File: src/rtl/uart_pkg.sv
// uart_pkg: shared types and constants for the UART frame receive controller.
//   state_t      : frame parser FSM state encoding (3 bits)
//   ERR_*        : values carried on err_code
//   HDR*_DEFAULT : default sync bytes
package uart_pkg;

  typedef enum logic [2:0] {
    ST_IDLE    = 3'd0,
    ST_SYNC0   = 3'd1,
    ST_SYNC1   = 3'd2,
    ST_LEN     = 3'd3,
    ST_PAYLOAD = 3'd4,
    ST_CSUM    = 3'd5
  } state_t;

  localparam logic [1:0] ERR_NONE    = 2'd0;
  localparam logic [1:0] ERR_LEN     = 2'd1;
  localparam logic [1:0] ERR_CSUM    = 2'd2;
  localparam logic [1:0] ERR_TIMEOUT = 2'd3;

  localparam logic [7:0] HDR0_DEFAULT = 8'hAA;
  localparam logic [7:0] HDR1_DEFAULT = 8'h55;

endpackage

File: src/rtl/uart_rx_frame_ctrl_if.sv
// uart_rx_frame_ctrl_if: bundles the control, byte-receiver and payload/status
// signals of the frame receive controller.
//   slave  : controller side (ctrl_en, rx_done_signal, rx_data in; rest out)
//   master : environment side (mirror of slave)
interface uart_rx_frame_ctrl_if;
  logic        ctrl_en;
  logic        rx_done_signal;
  logic [7:0]  rx_data;
  logic        rx_enable_signal;
  logic [7:0]  pay_data;
  logic        pay_valid;
  logic        pay_last;
  logic        frame_ok;
  logic        frame_err;
  logic [1:0]  err_code;
  logic [15:0] ok_cnt;
  logic [15:0] err_cnt;

  modport slave (
    input  ctrl_en, rx_done_signal, rx_data,
    output rx_enable_signal, pay_data, pay_valid, pay_last,
           frame_ok, frame_err, err_code, ok_cnt, err_cnt
  );

  modport master (
    output ctrl_en, rx_done_signal, rx_data,
    input  rx_enable_signal, pay_data, pay_valid, pay_last,
           frame_ok, frame_err, err_code, ok_cnt, err_cnt
  );
endinterface

File: src/rtl/frame_stat_cnt.sv
// frame_stat_cnt: per-frame statistics counters.
//   clk, rst (async, active-low)
//   i_ok      : good-frame pulse  -> o_ok_cnt increments, wraps
//   i_err     : bad-frame pulse   -> o_err_cnt increments, saturates at FFFF
module frame_stat_cnt (
  input  logic        clk,
  input  logic        rst,
  input  logic        i_ok,
  input  logic        i_err,
  output logic [15:0] o_ok_cnt,
  output logic [15:0] o_err_cnt
);

  logic [15:0] r_ok_cnt;
  logic [15:0] r_err_cnt;

  always_ff @(posedge clk or negedge rst) begin
    if (!rst) begin
      r_ok_cnt  <= 16'd0;
      r_err_cnt <= 16'd0;
    end else begin
      if (i_ok)
        r_ok_cnt <= r_ok_cnt + 16'd1;
      if (i_err && (r_err_cnt != 16'hFFFF))
        r_err_cnt <= r_err_cnt + 16'd1;
    end
  end

  assign o_ok_cnt  = r_ok_cnt;
  assign o_err_cnt = r_err_cnt;

endmodule

File: src/rtl/uart_rx_frame_ctrl.sv
// uart_rx_frame_ctrl: enables the byte receiver and parses framed packets
//   HDR0 HDR1 LEN payload[LEN] CSUM   (CSUM = LEN + sum(payload), mod 256)
// Payload bytes stream out one cycle after their rx_done_signal, before the
// checksum is known; downstream drops them on frame_err.
//   clk, rst (async, active-low)
//   bus.ctrl_en, bus.rx_done_signal, bus.rx_data           : inputs
//   bus.rx_enable_signal, bus.pay_*, bus.frame_ok/_err,
//   bus.err_code, bus.ok_cnt, bus.err_cnt                  : outputs
// Optional build macro RX_TIMEOUT_EN adds an inter-byte timeout in
// LEN/PAYLOAD/CSUM (err_code 3).
//
// state      | meaning
// IDLE       | receiver disabled, waiting for ctrl_en
// SYNC0      | hunting for first sync byte
// SYNC1      | first sync byte seen, expecting second
// LEN        | expecting length byte
// PAYLOAD    | streaming payload bytes
// CSUM       | expecting checksum byte
module uart_rx_frame_ctrl
  import uart_pkg::*;
#(
  parameter logic [7:0] HDR0    = HDR0_DEFAULT,
  parameter logic [7:0] HDR1    = HDR1_DEFAULT,
  parameter int         MAX_LEN = 64
`ifdef RX_TIMEOUT_EN
  , parameter int       TIMEOUT_CYC = 5000
`endif
) (
  input  logic                  clk,
  input  logic                  rst,
  uart_rx_frame_ctrl_if.slave   bus
);

  localparam logic [7:0] MAX_LEN_B = 8'(MAX_LEN);

  state_t      r_state;
  logic        r_rx_en;
  logic [7:0]  r_pay_data;
  logic        r_pay_valid;
  logic        r_pay_last;
  logic        r_frame_ok;
  logic        r_frame_err;
  logic [1:0]  r_err_code;
  logic [7:0]  r_len;
  logic [7:0]  r_idx;
  logic [7:0]  r_csum;
  logic [15:0] w_ok_cnt;
  logic [15:0] w_err_cnt;

  logic       w_done;
  logic [7:0] w_byte;
  logic       w_len_bad;

  assign w_done    = bus.rx_done_signal;
  assign w_byte    = bus.rx_data;
  assign w_len_bad = (w_byte == 8'd0) || (w_byte > MAX_LEN_B);

`ifdef RX_TIMEOUT_EN
  logic [15:0] r_idle_cnt;
  logic        w_timed;
  logic        w_expire;

  assign w_timed  = (r_state == ST_LEN) || (r_state == ST_PAYLOAD) ||
                    (r_state == ST_CSUM);
  // A byte arriving in the expiry cycle takes priority over the timeout.
  assign w_expire = w_timed && !w_done && (r_idle_cnt == 16'(TIMEOUT_CYC - 1));
`endif

  always_ff @(posedge clk or negedge rst) begin
    if (!rst) begin
      r_state     <= ST_IDLE;
      r_rx_en     <= 1'b0;
      r_pay_data  <= 8'd0;
      r_pay_valid <= 1'b0;
      r_pay_last  <= 1'b0;
      r_frame_ok  <= 1'b0;
      r_frame_err <= 1'b0;
      r_err_code  <= ERR_NONE;
      r_len       <= 8'd0;
      r_idx       <= 8'd0;
      r_csum      <= 8'd0;
`ifdef RX_TIMEOUT_EN
      r_idle_cnt  <= 16'd0;
`endif
    end else begin
      r_pay_valid <= 1'b0;
      r_pay_last  <= 1'b0;
      r_frame_ok  <= 1'b0;
      r_frame_err <= 1'b0;
`ifdef RX_TIMEOUT_EN
      r_idle_cnt  <= (w_timed && !w_done) ? r_idle_cnt + 16'd1 : 16'd0;
`endif
      if (!bus.ctrl_en) begin
        // Disable drops any partial frame without reporting it.
        r_state <= ST_IDLE;
        r_rx_en <= 1'b0;
        r_len   <= 8'd0;
        r_idx   <= 8'd0;
        r_csum  <= 8'd0;
`ifdef RX_TIMEOUT_EN
        r_idle_cnt <= 16'd0;
      end else if (w_expire) begin
        r_frame_err <= 1'b1;
        r_err_code  <= ERR_TIMEOUT;
        r_state     <= ST_SYNC0;
        r_len       <= 8'd0;
        r_idx       <= 8'd0;
        r_csum      <= 8'd0;
        r_idle_cnt  <= 16'd0;
`endif
      end else begin
        unique case (r_state)
          ST_IDLE: begin
            r_state <= ST_SYNC0;
            r_rx_en <= 1'b1;
          end
          ST_SYNC0: begin
            if (w_done && (w_byte == HDR0))
              r_state <= ST_SYNC1;
          end
          ST_SYNC1: begin
            if (w_done) begin
              if (w_byte == HDR1)
                r_state <= ST_LEN;
              else if (w_byte != HDR0)
                r_state <= ST_SYNC0;
            end
          end
          ST_LEN: begin
            if (w_done) begin
              if (w_len_bad) begin
                r_frame_err <= 1'b1;
                r_err_code  <= ERR_LEN;
                r_state     <= ST_SYNC0;
              end else begin
                r_len   <= w_byte;
                r_csum  <= w_byte;
                r_idx   <= 8'd0;
                r_state <= ST_PAYLOAD;
              end
            end
          end
          ST_PAYLOAD: begin
            if (w_done) begin
              r_pay_data  <= w_byte;
              r_pay_valid <= 1'b1;
              r_csum      <= r_csum + w_byte;
              r_idx       <= r_idx + 8'd1;
              if ((r_idx + 8'd1) == r_len) begin
                r_pay_last <= 1'b1;
                r_state    <= ST_CSUM;
              end
            end
          end
          ST_CSUM: begin
            if (w_done) begin
              if (w_byte == r_csum) begin
                r_frame_ok <= 1'b1;
                r_err_code <= ERR_NONE;
              end else begin
                r_frame_err <= 1'b1;
                r_err_code  <= ERR_CSUM;
              end
              r_state <= ST_SYNC0;
            end
          end
          default: begin
            r_state <= ST_IDLE;
            r_rx_en <= 1'b0;
          end
        endcase
      end
    end
  end

  frame_stat_cnt u_stat (
    .clk      (clk),
    .rst      (rst),
    .i_ok     (r_frame_ok),
    .i_err    (r_frame_err),
    .o_ok_cnt (w_ok_cnt),
    .o_err_cnt(w_err_cnt)
  );

  assign bus.rx_enable_signal = r_rx_en;
  assign bus.pay_data         = r_pay_data;
  assign bus.pay_valid        = r_pay_valid;
  assign bus.pay_last         = r_pay_last;
  assign bus.frame_ok         = r_frame_ok;
  assign bus.frame_err        = r_frame_err;
  assign bus.err_code         = r_err_code;
  assign bus.ok_cnt           = w_ok_cnt;
  assign bus.err_cnt          = w_err_cnt;

endmodule

File: src/flat_wrapper.sv
// flat-port wrapper written by rule: the top's interface ports become plain ports
module uart_rx_frame_ctrl_flat import uart_pkg::*;
#(
  parameter logic [7:0] HDR0    = HDR0_DEFAULT,
  parameter logic [7:0] HDR1    = HDR1_DEFAULT,
  parameter int         MAX_LEN = 64

)
  (clk, rst, bus_ctrl_en, bus_rx_done_signal, bus_rx_data, bus_rx_enable_signal, bus_pay_data, bus_pay_valid, bus_pay_last, bus_frame_ok, bus_frame_err, bus_err_code, bus_ok_cnt, bus_err_cnt);
  uart_rx_frame_ctrl_if bus_i ();
  input  logic clk;
  input  logic rst;
  input wire logic [$bits(bus_i.ctrl_en)-1:0] bus_ctrl_en;
  input wire logic [$bits(bus_i.rx_done_signal)-1:0] bus_rx_done_signal;
  input wire logic [$bits(bus_i.rx_data)-1:0] bus_rx_data;
  output wire logic [$bits(bus_i.rx_enable_signal)-1:0] bus_rx_enable_signal;
  output wire logic [$bits(bus_i.pay_data)-1:0] bus_pay_data;
  output wire logic [$bits(bus_i.pay_valid)-1:0] bus_pay_valid;
  output wire logic [$bits(bus_i.pay_last)-1:0] bus_pay_last;
  output wire logic [$bits(bus_i.frame_ok)-1:0] bus_frame_ok;
  output wire logic [$bits(bus_i.frame_err)-1:0] bus_frame_err;
  output wire logic [$bits(bus_i.err_code)-1:0] bus_err_code;
  output wire logic [$bits(bus_i.ok_cnt)-1:0] bus_ok_cnt;
  output wire logic [$bits(bus_i.err_cnt)-1:0] bus_err_cnt;
  assign bus_i.ctrl_en = bus_ctrl_en;
  assign bus_i.rx_done_signal = bus_rx_done_signal;
  assign bus_i.rx_data = bus_rx_data;
  assign bus_rx_enable_signal = bus_i.rx_enable_signal;
  assign bus_pay_data = bus_i.pay_data;
  assign bus_pay_valid = bus_i.pay_valid;
  assign bus_pay_last = bus_i.pay_last;
  assign bus_frame_ok = bus_i.frame_ok;
  assign bus_frame_err = bus_i.frame_err;
  assign bus_err_code = bus_i.err_code;
  assign bus_ok_cnt = bus_i.ok_cnt;
  assign bus_err_cnt = bus_i.err_cnt;
  uart_rx_frame_ctrl #(.HDR0(HDR0), .HDR1(HDR1), .MAX_LEN(MAX_LEN)) u_core (.clk(clk), .rst(rst), .bus(bus_i));
endmodule
File: config.mk
export PLATFORM = sky130hd
export DESIGN_NAME = uart_rx_frame_ctrl_flat
export DESIGN_NICKNAME = d
export VERILOG_FILES = /design/src/rtl/uart_pkg.sv /design/src/rtl/uart_rx_frame_ctrl_if.sv /design/src/rtl/frame_stat_cnt.sv /design/src/rtl/uart_rx_frame_ctrl.sv /design/src/flat_wrapper.sv
export SDC_FILE = /design/constraint.sdc
export NUM_CORES = 1
export LEC_CHECK = 0
export ABC_AREA = 1
export CAP_MARGIN = 5
export CELL_PAD_IN_SITES_DETAIL_PLACEMENT = 1
export CELL_PAD_IN_SITES_GLOBAL_PLACEMENT = 1
export CORE_MARGIN = 2
export CORE_UTILIZATION = 35
export DETAILED_ROUTE_END_ITERATION = 10
export GPL_ROUTABILITY_DRIVEN = 1
export PLACE_DENSITY = 0.77
export SYNTH_ARGS = -nofsm -noshare
export SYNTH_HDL_FRONTEND = slang
export SYNTH_HIERARCHICAL = 1
export SYNTH_SLANG_ARGS = --single-unit
File: constraint.sdc
create_clock -name clk -period 3.3 [get_ports clk]
set_clock_uncertainty 0.15 [all_clocks]
set_input_delay 0.495 -clock clk [delete_from_list [all_inputs] [get_ports clk]]
set_output_delay 0.495 -clock clk [all_outputs]
set_load 0.01 [all_outputs]
==> run_results.csv, run 1 <==
group,metric,value,unit
synthesis,syn_nets,569,
synthesis,yosysSeqAreaShare,0.4335,
pwr,p_leak,2.503,nW
synthesis,syn-mean-instance-area,7.823,um^2
cts,post_cts_buffers,0,
sta,setup_slack,973.9,ps
layout,final_nets,630,
sta,max_freq,0.4299,GHz
synthesis,syn-cell-area,4272,um^2
drt,dr.pass1.iters,4,
placed_design,dp_hpwl,8.685,mm
critical_path,rr_worst_depth,12,
critical_path,end_kind,"flip-flop",
floorplan,core,11960,um^2
drt,drt_iter0_markers,160,
cts,cts_resized,0,
layout,drive_gt1_frac,0.08511,
global_route,grt_max_degree,75,
floorplan,die_y,114.5,um
sta,maxSlewViolCount,0,
status,status,"complete, no violations",
critical_path,crit_type,"in -> reg",
sta,slew_headroom,0.3586,
cts,numCtsBuffers,9,
sta,hold_ws,157.3,ps
layout,final_util,0.4446,
drt,post_drt_wl_per_cell,15.81,um
global_route,grt_antenna_before_repair,0,
drt,routed_via_density,5.203,
sta,rsz0062_at_grt,"false",
synthesis,synth_cell_types,39,
min_path,worstHoldPathType,"in -> async",
floorplan,initial_core_util,0.3571,
drt,drtAntennaViolNets,0,
pwr,power,2.604,mW
critical_path,worstPathRequired,3390,ps
synthesis,postSynthCellCount,546,
synthesis,ys_ff_latch,74,
sta,finalCritPeriodShare,0.7049,
cts,cts_max_level,3,
critical_path,setup.worst_path.start_class,"input port",
sta,setup_tns,0,ps
cts,root_buffer,"clkbuf_16",
run,cap_viol_max_count,0,
floorplan,die-area,13100,um^2
drt,drt_wl_total,11.98,mm
cts,cts_tree,"done",
floorplan,die_w,114.5,um
sta,hold_viol_final,0,
drt,drc,0,
floorplan,row_count,40,
cts,clock_path_buffers,2,
global_route,track_usage,0.1926,
global_route,overflow,0,
cts,cts_hold_buf,0,
critical_path,worstPathMaxFanout,14,
layout,antennaDiodeCount,0,
layout,fin_cells,758,
global_route,grt_pass1_vias,4049,
placed_design,port_buffers,58,
synthesis,ys.warnings.count,6,
cts,insertion_delay,340,ps
critical_path,cp.arrival,2420,ps
pwr,power-per-cell-area,489.6,nW/um^2
sta,tightest_slew,962.1,ps
floorplan,num_io_pins,59,
cts,cts_sinks,74,
cts,path_clk_slew,60,ps
sta,setup_viol,0,
placed_design,dpl.cell_count,743,
placed_design,placed_area,4977,um^2
pwr,peakVddDrop,0.4452,mV
placed_design,globalplace.congestion,0.9641,
layout,area_delta_synth_final,24.49,%
global_route,grt_pass1_wl,20.00,mm
layout,final_area,5318,um^2
drt,vias,3944,
placed_design,post-place-ws,682.6,ps
sta,period_needed,2326,ps
## worst max-delay path, cell delays in order
cell             delay [ps]
clkdlybuf4s50_1         530
nor2_2                  180
nand3_1                 140
nor2_2                  120
nor2_2                   60
nand3_2                 110
nand2_2                  80
a21oi_4                 390
inv_2                   100
o21ai_0                 210
## final cells by class
cell class | count | area [um^2]
clock inverters | 6 | 115.1
inverters | 63 | 236.5
multi-input cells | 401 | 2127
repair buffers | 58 | 578.1
well taps | 147 | 183.9
flip-flops and latches | 74 | 1852
fillers | 1488 | 6644
clock buffers | 9 | 225.2
## state kept, by name, summed over array words and instances (netlist names)
name / cells
u_core/u_stat/o_err_cnt: 16
u_core/u_stat/o_ok_cnt: 16
u_core/bus.pay_data: 8
u_core/r_csum: 8
u_core/r_idx: 8
u_core/r_len: 8
u_core/r_state: 3
u_core/bus.err_code: 2
u_core/bus.frame_err: 1
u_core/bus.frame_ok: 1
u_core/bus.pay_last: 1
u_core/bus.pay_valid: 1
u_core/bus.rx_enable_signal: 1
## cells by family after synthesis
family / synth area share
flops: 0.4335
xor+xnor: 0.05536
compound gates: 0.09637
simple gates: 0.3122
fa+ha+maj: 0.03398
buf+inv: 0.06854
## power by group
part | internal (mW) | switching, mW
clock network | 0.738 | 0.395
registers | 0.977 | 0.0653
logic | 0.190 | 0.238
## layout by cell type (no fill, tap or decap), types with 6 or more instances in the layout
cell             instances
nand2_1                164
dfrtp_1                 74
clkdlybuf4s50_1         57
inv_1                   55
nand3_1                 47
nor2_1                  41
o21ai_0                 28
xor2_1                  14
nand4_1                 14
xnor2_1                 13
a21oi_1                 11
ha_1                    10
clkbuf_16                9
inv_2                    8
nand2_2                  7
nor2_2                   7
o22ai_1                  7
nor3_1                   6
## Yosys cell counts
cell type	number	area, um^2
xor2_1	14	122.6
or2_1	1	6.260
nor2_1	41	153.9
nor3_1	6	30.03
a32o_1	1	10.01
o22ai_1	7	43.79
buf_4	2	15.01
nand2_1	164	615.6
fa_1	1	20.02
nand2_2	7	43.79
nor2_2	7	43.79
nor2_4	3	33.78
a21o_1	1	7.510
nor4_1	1	6.260
ha_1	10	125.1
o21ai_0	28	140.1
inv_1	55	206.5
a21oi_1	11	55.05
clkbuf_1	1	3.750
o21bai_1	1	7.510
nand3_1	47	235.2
nand4_2	1	12.51
buf_2	3	15.01
o21ai_2	1	8.760
xnor2_1	13	113.9
o31ai_4	1	21.27
dfrtp_1	74	1852
nand2_4	2	22.52
a21oi_4	2	32.53
o21ai_1	5	25.02
o31ai_1	1	7.510
buf_6	2	22.52
nand3_2	2	20.02
nand4_1	14	87.58
inv_2	8	30.03
nand3b_1	3	22.52
o211ai_1	3	22.52
a21boi_2	1	11.26
o21bai_4	1	18.77
## worst paths after layout
kind                                                 start                         end  slack, ps
worst min-delay path                                   rst  u_core/u_stat/o_err_cnt[5]        160
min in group clk                u_core/u_stat/o_ok_cnt[15]  u_core/u_stat/o_ok_cnt[15]        340
max in group asynchronous                              rst   u_core/u_stat/o_ok_cnt[3]       2220
worst max-delay path                        bus_rx_data[1]             u_core/r_idx[6]        970
worst min register to register  u_core/u_stat/o_ok_cnt[15]  u_core/u_stat/o_ok_cnt[15]        340
worst max register to register             u_core/r_idx[0]           u_core/r_state[1]       1170
## per-layer routing
metal	up-vias	track usage	routed length, um
li1	1884	-	-
met1	1966	0.2419	5428
met2	78	0.3325	5941
met3	16	0.04076	428
met4	0	0.05854	183
met5	-	0	0
Power figures use the tool's default switching activity.
==> run 2: changes to the inputs <==
--- a/config.mk
+++ b/config.mk
@@ -13,7 +13,7 @@
 export CORE_UTILIZATION = 35
 export DETAILED_ROUTE_END_ITERATION = 10
 export GPL_ROUTABILITY_DRIVEN = 1
-export PLACE_DENSITY = 0.77
+export PLACE_DENSITY = 0.79
 export SYNTH_ARGS = -nofsm -noshare
 export SYNTH_HDL_FRONTEND = slang
 export SYNTH_HIERARCHICAL = 1
==> constraint.sdc (replaced) <==
create_clock -name clk -period 2 [get_ports clk]
set_clock_uncertainty 0.15 [all_clocks]
set_input_delay 0.3 -clock clk [delete_from_list [all_inputs] [get_ports clk]]
set_output_delay 0.3 -clock clk [all_outputs]
set_load 0.01 [all_outputs]
==> run_results.csv, run 2 (same netlist as run 1, synthesis figures left out) <==
group,metric,value,unit
floorplan,core,11960,um^2
critical_path,cp_slowest_cell,"clkdlybuf4s50_1",
critical_path,worstPathMaxFanout,9,
floorplan,die-area,13100,um^2
floorplan,die_y,114.5,um
drt,post_drt_wl_per_cell,15.30,um
status,status,"complete, no violations",
layout,final_nets,673,
drt,drt_wl_total,12.27,mm
layout,final_common_cell,"nand2_1",
cts,path_clk_slew,60,ps
sta,tightest_slew,470.3,ps
global_route,grt_pass1_wl,21.07,mm
layout,drive_gt1_frac,0.1664,
layout,area_delta_synth_final,34.07,%
floorplan,die_w,114.5,um
cts,root_buffer,"clkbuf_16",
critical_path,slowest_delay,600,ps
sta,setup_viol,0,
sta,maxSlewViolCount,0,
cts,clock_path_buffers,2,
global_route,grt_antenna_before_repair,0,
floorplan,row_count,40,
placed_design,globalplace.congestion,0.8651,
floorplan,initial_core_util,0.3571,
layout,final_util,0.4788,
drt,vias,4051,
global_route,grt_pass1_vias,4405,
placed_design,dp_hpwl,9.370,mm
sta,finalCritPeriodShare,0.9624,
critical_path,end_kind,"primary output",
pwr,peakVddDrop,0.4645,mV
global_route,overflow,0,
critical_path,r2r_setup_slack,120,ps
sta,rsz0062_at_grt,"true",
critical_path,cp.arrival,1470,ps
cts,cts_max_level,3,
drt,routed_via_density,5.051,
floorplan,num_io_pins,59,
run,cap_viol_max_count,0,
sta,hold_viol_final,0,
cts,insertion_delay,350,ps
critical_path,path_cells,"clkdlybuf4s50_1",
global_route,track_usage,0.2034,
layout,layout_common_cells,"nand2_1, dfrtp_1, clkdlybuf4s50_1",
drt,drt_iter0_markers,211,
sta,max_freq,0.5196,GHz
critical_path,crit_type,"reg -> out",
pwr,p_leak,2.732,nW
critical_path,worstPathRequired,1550,ps
pwr,power,4.266,mW
sta,period_needed,1925,ps
critical_path,setup.worst_path.start_class,"flip-flop",
cts,cts_sinks,74,
drt,drc,0,
min_path,worstHoldPathType,"in -> async",
critical_path,path_buf_inv,1,
critical_path,crit_family,"buffers and inverters",
sta,slew_headroom,0.6847,
pwr,power-per-cell-area,745.0,nW/um^2
layout,antennaDiodeCount,0,
cts,numCtsBuffers,9,
drt,drtAntennaViolNets,0,
placed_design,port_buffers,58,
cts,cts_tree,"done",
drt,dr.pass1.iters,4,
global_route,grt_max_degree,32,
==> run 2: cell types whose count changed in the layout (fill, tap and decap cells not counted), sizes merged <==
cell           previous run  this run
buf                       1        43
bufinv                    3         2
clkbuf                    9        11
clkdlybuf4s50            57        55
clkinv                    1         2
dlygate4sd3               0         1
dlymetal6s2s              0         2
inv                      64        63
==> run 2: worst register-to-register path: stages, from the launching register on <==
cell and delay (ps):
dfrtp_1 410, buf_4 160, nand3_1 130, nand2_1 120
nand3_1 110, nand2_1 60, nor2_1 120, nand3_2 110
o21bai_4 200, nand2_2 80, nand2_1 70, nand2_1 60
==> run 2: routing by layer <==
layer	GRT usage	vias up	wire length [um]
met5	0	-	0
met4	0.08699	0	312
met3	0.03917	20	391
met2	0.3432	74	6027
met1	0.2539	1983	5542
li1	-	1974	-
==> run 2: area by class of cell <==
class	count	area, um^2
clock inverter	5	77.57
fill	1472	6235
inverter	63	236.5
sequential	74	1854
clock buffer	11	242.7
multi-input combinational	401	2200
timing repair buffer	101	932.1
tap	147	183.9
==> run 2: report_power, final <==
| group | switching [mW] | leakage [nW] | internal, mW |
|---|---|---|---|
| registers | 0.113 | 1.02 | 1.61 |
| logic | 0.403 | 1.56 | 0.368 |
| clock network | 0.647 | 0.156 | 1.12 |
| total | 1.16 | 2.73 | 3.10 |
==> run 2: worst paths after layout <==
| kind | to | depth (start not counted) | start |
|---|---|---|---|
| min | u_core/u_stat/o_err_cnt[3] | 2 | rst |
| max reg2reg | u_core/r_state[1] | 11 | u_core/r_idx[1] |
| max | bus_frame_ok | 1 | u_core/bus.frame_ok |
| min reg2reg | u_core/u_stat/o_ok_cnt[15] | 2 | u_core/u_stat/o_ok_cnt[15] |
| max in group asynchronous | u_core/u_stat/o_ok_cnt[10] | 3 | rst |
| min in group clk | u_core/u_stat/o_ok_cnt[15] | 2 | u_core/u_stat/o_ok_cnt[15] |
==> run 2: repair_timing <==
item / 4_1_cts / 5_1_grt
hold buffers: 1 / 0
pin swaps: 1 / 9
endpoints found under the hold margin: 29 / 0
gates resized for setup: 2 / 25
setup endpoints to repair: 3 / 24
buffers inserted: 1 / 1
==> run 2: through the flow <==
stage | hold WS [ps] | std cells | cell area [um^2] | TNS (ps) | worst slack (ps)
floorplan | -145.6 | 546 | 4272 | 0 | 238.8
global placement | 128.9 | 783 | 5290 | -4371 | -255.5
detailed placement | 131.3 | 783 | 5290 | -7274 | -348.8
CTS | 311.1 | 801 | 5630 | 0 | 23.98
global route | 340.6 | 802 | 5727 | -193.1 | -65.91
finish | 291.8 | 802 | 5727 | 0 | 75.26
==> run 3: changes to the inputs <==
--- a/config.mk
+++ b/config.mk
@@ -10,10 +10,10 @@
 export CELL_PAD_IN_SITES_DETAIL_PLACEMENT = 1
 export CELL_PAD_IN_SITES_GLOBAL_PLACEMENT = 1
 export CORE_MARGIN = 2
-export CORE_UTILIZATION = 35
+export CORE_UTILIZATION = 37
 export DETAILED_ROUTE_END_ITERATION = 10
 export GPL_ROUTABILITY_DRIVEN = 1
-export PLACE_DENSITY = 0.79
+export PLACE_DENSITY = 0.83
 export SYNTH_ARGS = -nofsm -noshare
 export SYNTH_HDL_FRONTEND = slang
 export SYNTH_HIERARCHICAL = 1
==> run_results.csv, run 3 (same netlist as run 1, synthesis figures left out) <==
group,metric,value,unit
status,status,"complete, no violations",
cts,insertion_delay,340,ps
cts,cts_tree,"done",
critical_path,worstPathRequired,2080,ps
sta,tightest_slew,445.4,ps
critical_path,r2r_start,"u_core/r_idx[0]",
floorplan,die_w,111.4,um
critical_path,worstPathMaxFanout,4,
layout,drive_gt1_frac,0.1775,
sta,finalCritPeriodShare,0.9672,
cts,clock_path_buffers,2,
layout,final_common_cell,"nand2_1",
cts,root_buffer,"clkbuf_16",
global_route,busiest_layer,"met2",
layout,num-fill-cells,1380,
placed_design,dp_hpwl,9.402,mm
global_route,grt_use_met3,0.03430,
floorplan,row_count,39,
drt,drc,0,
drt,drt_iter0_markers,205,
cts,path_clk_slew,60,ps
global_route,use_met1,0.2563,
pwr,power-per-cell-area,718.9,nW/um^2
global_route,grt_use_met2,0.3687,
cts,cts_max_level,3,
drt,dr.pass1.iters,4,
critical_path,crit_type,"reg -> reg",
global_route,grt_pass1_vias,4382,
global_route,grt_max_degree,44,
floorplan,initial_core_util,0.3773,
pwr,peakVddDrop,0.6620,mV
run,cap_viol_max_count,0,
floorplan,die-area,12420,um^2
global_route,grt_pass1_wl,21.04,mm
sta,rsz0062_at_grt,"true",
placed_design,globalplace.congestion,0.9181,
floorplan,core,11320,um^2
sta,setup_viol,0,
floorplan,num_io_pins,59,
sta,hold_viol_final,0,
floorplan,die_y,111.4,um
layout,layout_common_cells,"nand2_1, dfrtp_1, clkdlybuf4s50_1",
critical_path,setup.worst_path.start_class,"flip-flop",
sta,maxSlewViolCount,0,
critical_path,cp.arrival,2010,ps
cts,numCtsBuffers,9,
min_path,worstHoldPathType,"in -> async",
critical_path,setup.worst_path.start,"u_core/r_idx[0]",
placed_design,port_buffers,58,
layout,fin_cells,802,
layout,final_nets,677,
drt,drt_wl_total,12.73,mm
sta,slew_headroom,0.7031,
global_route,grt_antenna_before_repair,0,
placed_design,post-place-ws,-333.5,ps
placed_design,dpl.cell_count,783,
drt,vias,4135,
sta,max_freq,0.5170,GHz
critical_path,end_kind,"flip-flop",
layout,antennaDiodeCount,0,
global_route,track_usage,0.2077,
drt,post_drt_wl_per_cell,15.88,um
layout,area_delta_synth_final,34.62,%
drt,routed_via_density,5.156,
sta,period_needed,1934,ps
drt,drtAntennaViolNets,0,
cts,cts_sinks,74,
pwr,p_leak,2.717,nW
global_route,overflow,0,
sta,setup_slack,65.66,ps
run 3: metrics by stage:
| stage | utilization | power [mW] | instance area (um^2) | TNS [ps] | hold slack [ps] |
|---|---|---|---|---|---|
| final | 0.5080 | 4.134 | 5751 | 0 | 293.9 |
| after detailed placement | 0.4695 | 2.524 | 5315 | -6745 | 130.0 |
| after global routing | 0.5080 | 4.341 | 5751 | -188.3 | 352.1 |
| after CTS | 0.4960 | 4.169 | 5615 | 0 | 304.8 |
| after global placement | 0.4695 | 2.487 | 5315 | -4077 | 124.6 |
| after floorplan | - | 2.093 | 4272 | 0 | -145.6 |
run 3: final cells by class:
type / instances / area (um^2) / share of cell area
Inverter: 63 / 236.5 / 0.04112
Clock inverter: 5 / 55.05 / 0.009574
Multi-Input combinational cell: 401 / 2245 / 0.3903
Sequential cell: 74 / 1853 / 0.3222
Clock buffer: 11 / 232.7 / 0.04047
Tap cell: 143 / 178.9 / 0.03111
Timing Repair Buffer: 105 / 949.7 / 0.1651
run 3: per-layer routing:
metal  vias to the layer above  part of all wire
met2                        77              0.52
met1                      2056              0.44
li1                       1986                 -
met3                        16             0.031
met4                         0             0.015
met5                         -                 0
run 3: final timing paths:
check / end / slack (ps) / cells after the start
worst max-delay path: u_core/r_state[1] / 70 / 12
worst min-delay path: u_core/u_stat/o_err_cnt[13] / 290 / 2
worst max register to register: u_core/r_state[1] / 70 / 12
worst min register to register: u_core/r_csum[6] / 340 / 2
max in group asynchronous: u_core/r_idx[2] / 820 / 3
min in group clk: u_core/r_csum[6] / 340 / 2
run 3: what timing repair did:
action,4_1_cts,5_1_grt
resized for setup,1,28
endpoints found under the setup margin,2,30
gates cloned,0,0
hold buffers,1,0
hold endpoints to repair,31,0
setup buffers,0,2
pin swaps,0,9
run 3: worst max-delay path, cell delays in order (launching register included):
cell and delay, ps:
dfrtp_1 420, ha_4 210, nand2_4 100, nor2_4 40, buf_4 130, nand3_1 70
nand3_1 80, nand2_1 90, nand3_2 100, o21bai_4 210, nand2_2 90, nand2_1 70
nand2_1 60
run 3: power by group:
group | leakage [nW] | switching (mW) | internal, mW
Combinational | 1.56 | 0.418 | 0.384
Clock | 0.136 | 0.644 | 0.962
Sequential | 1.02 | 0.114 | 1.61
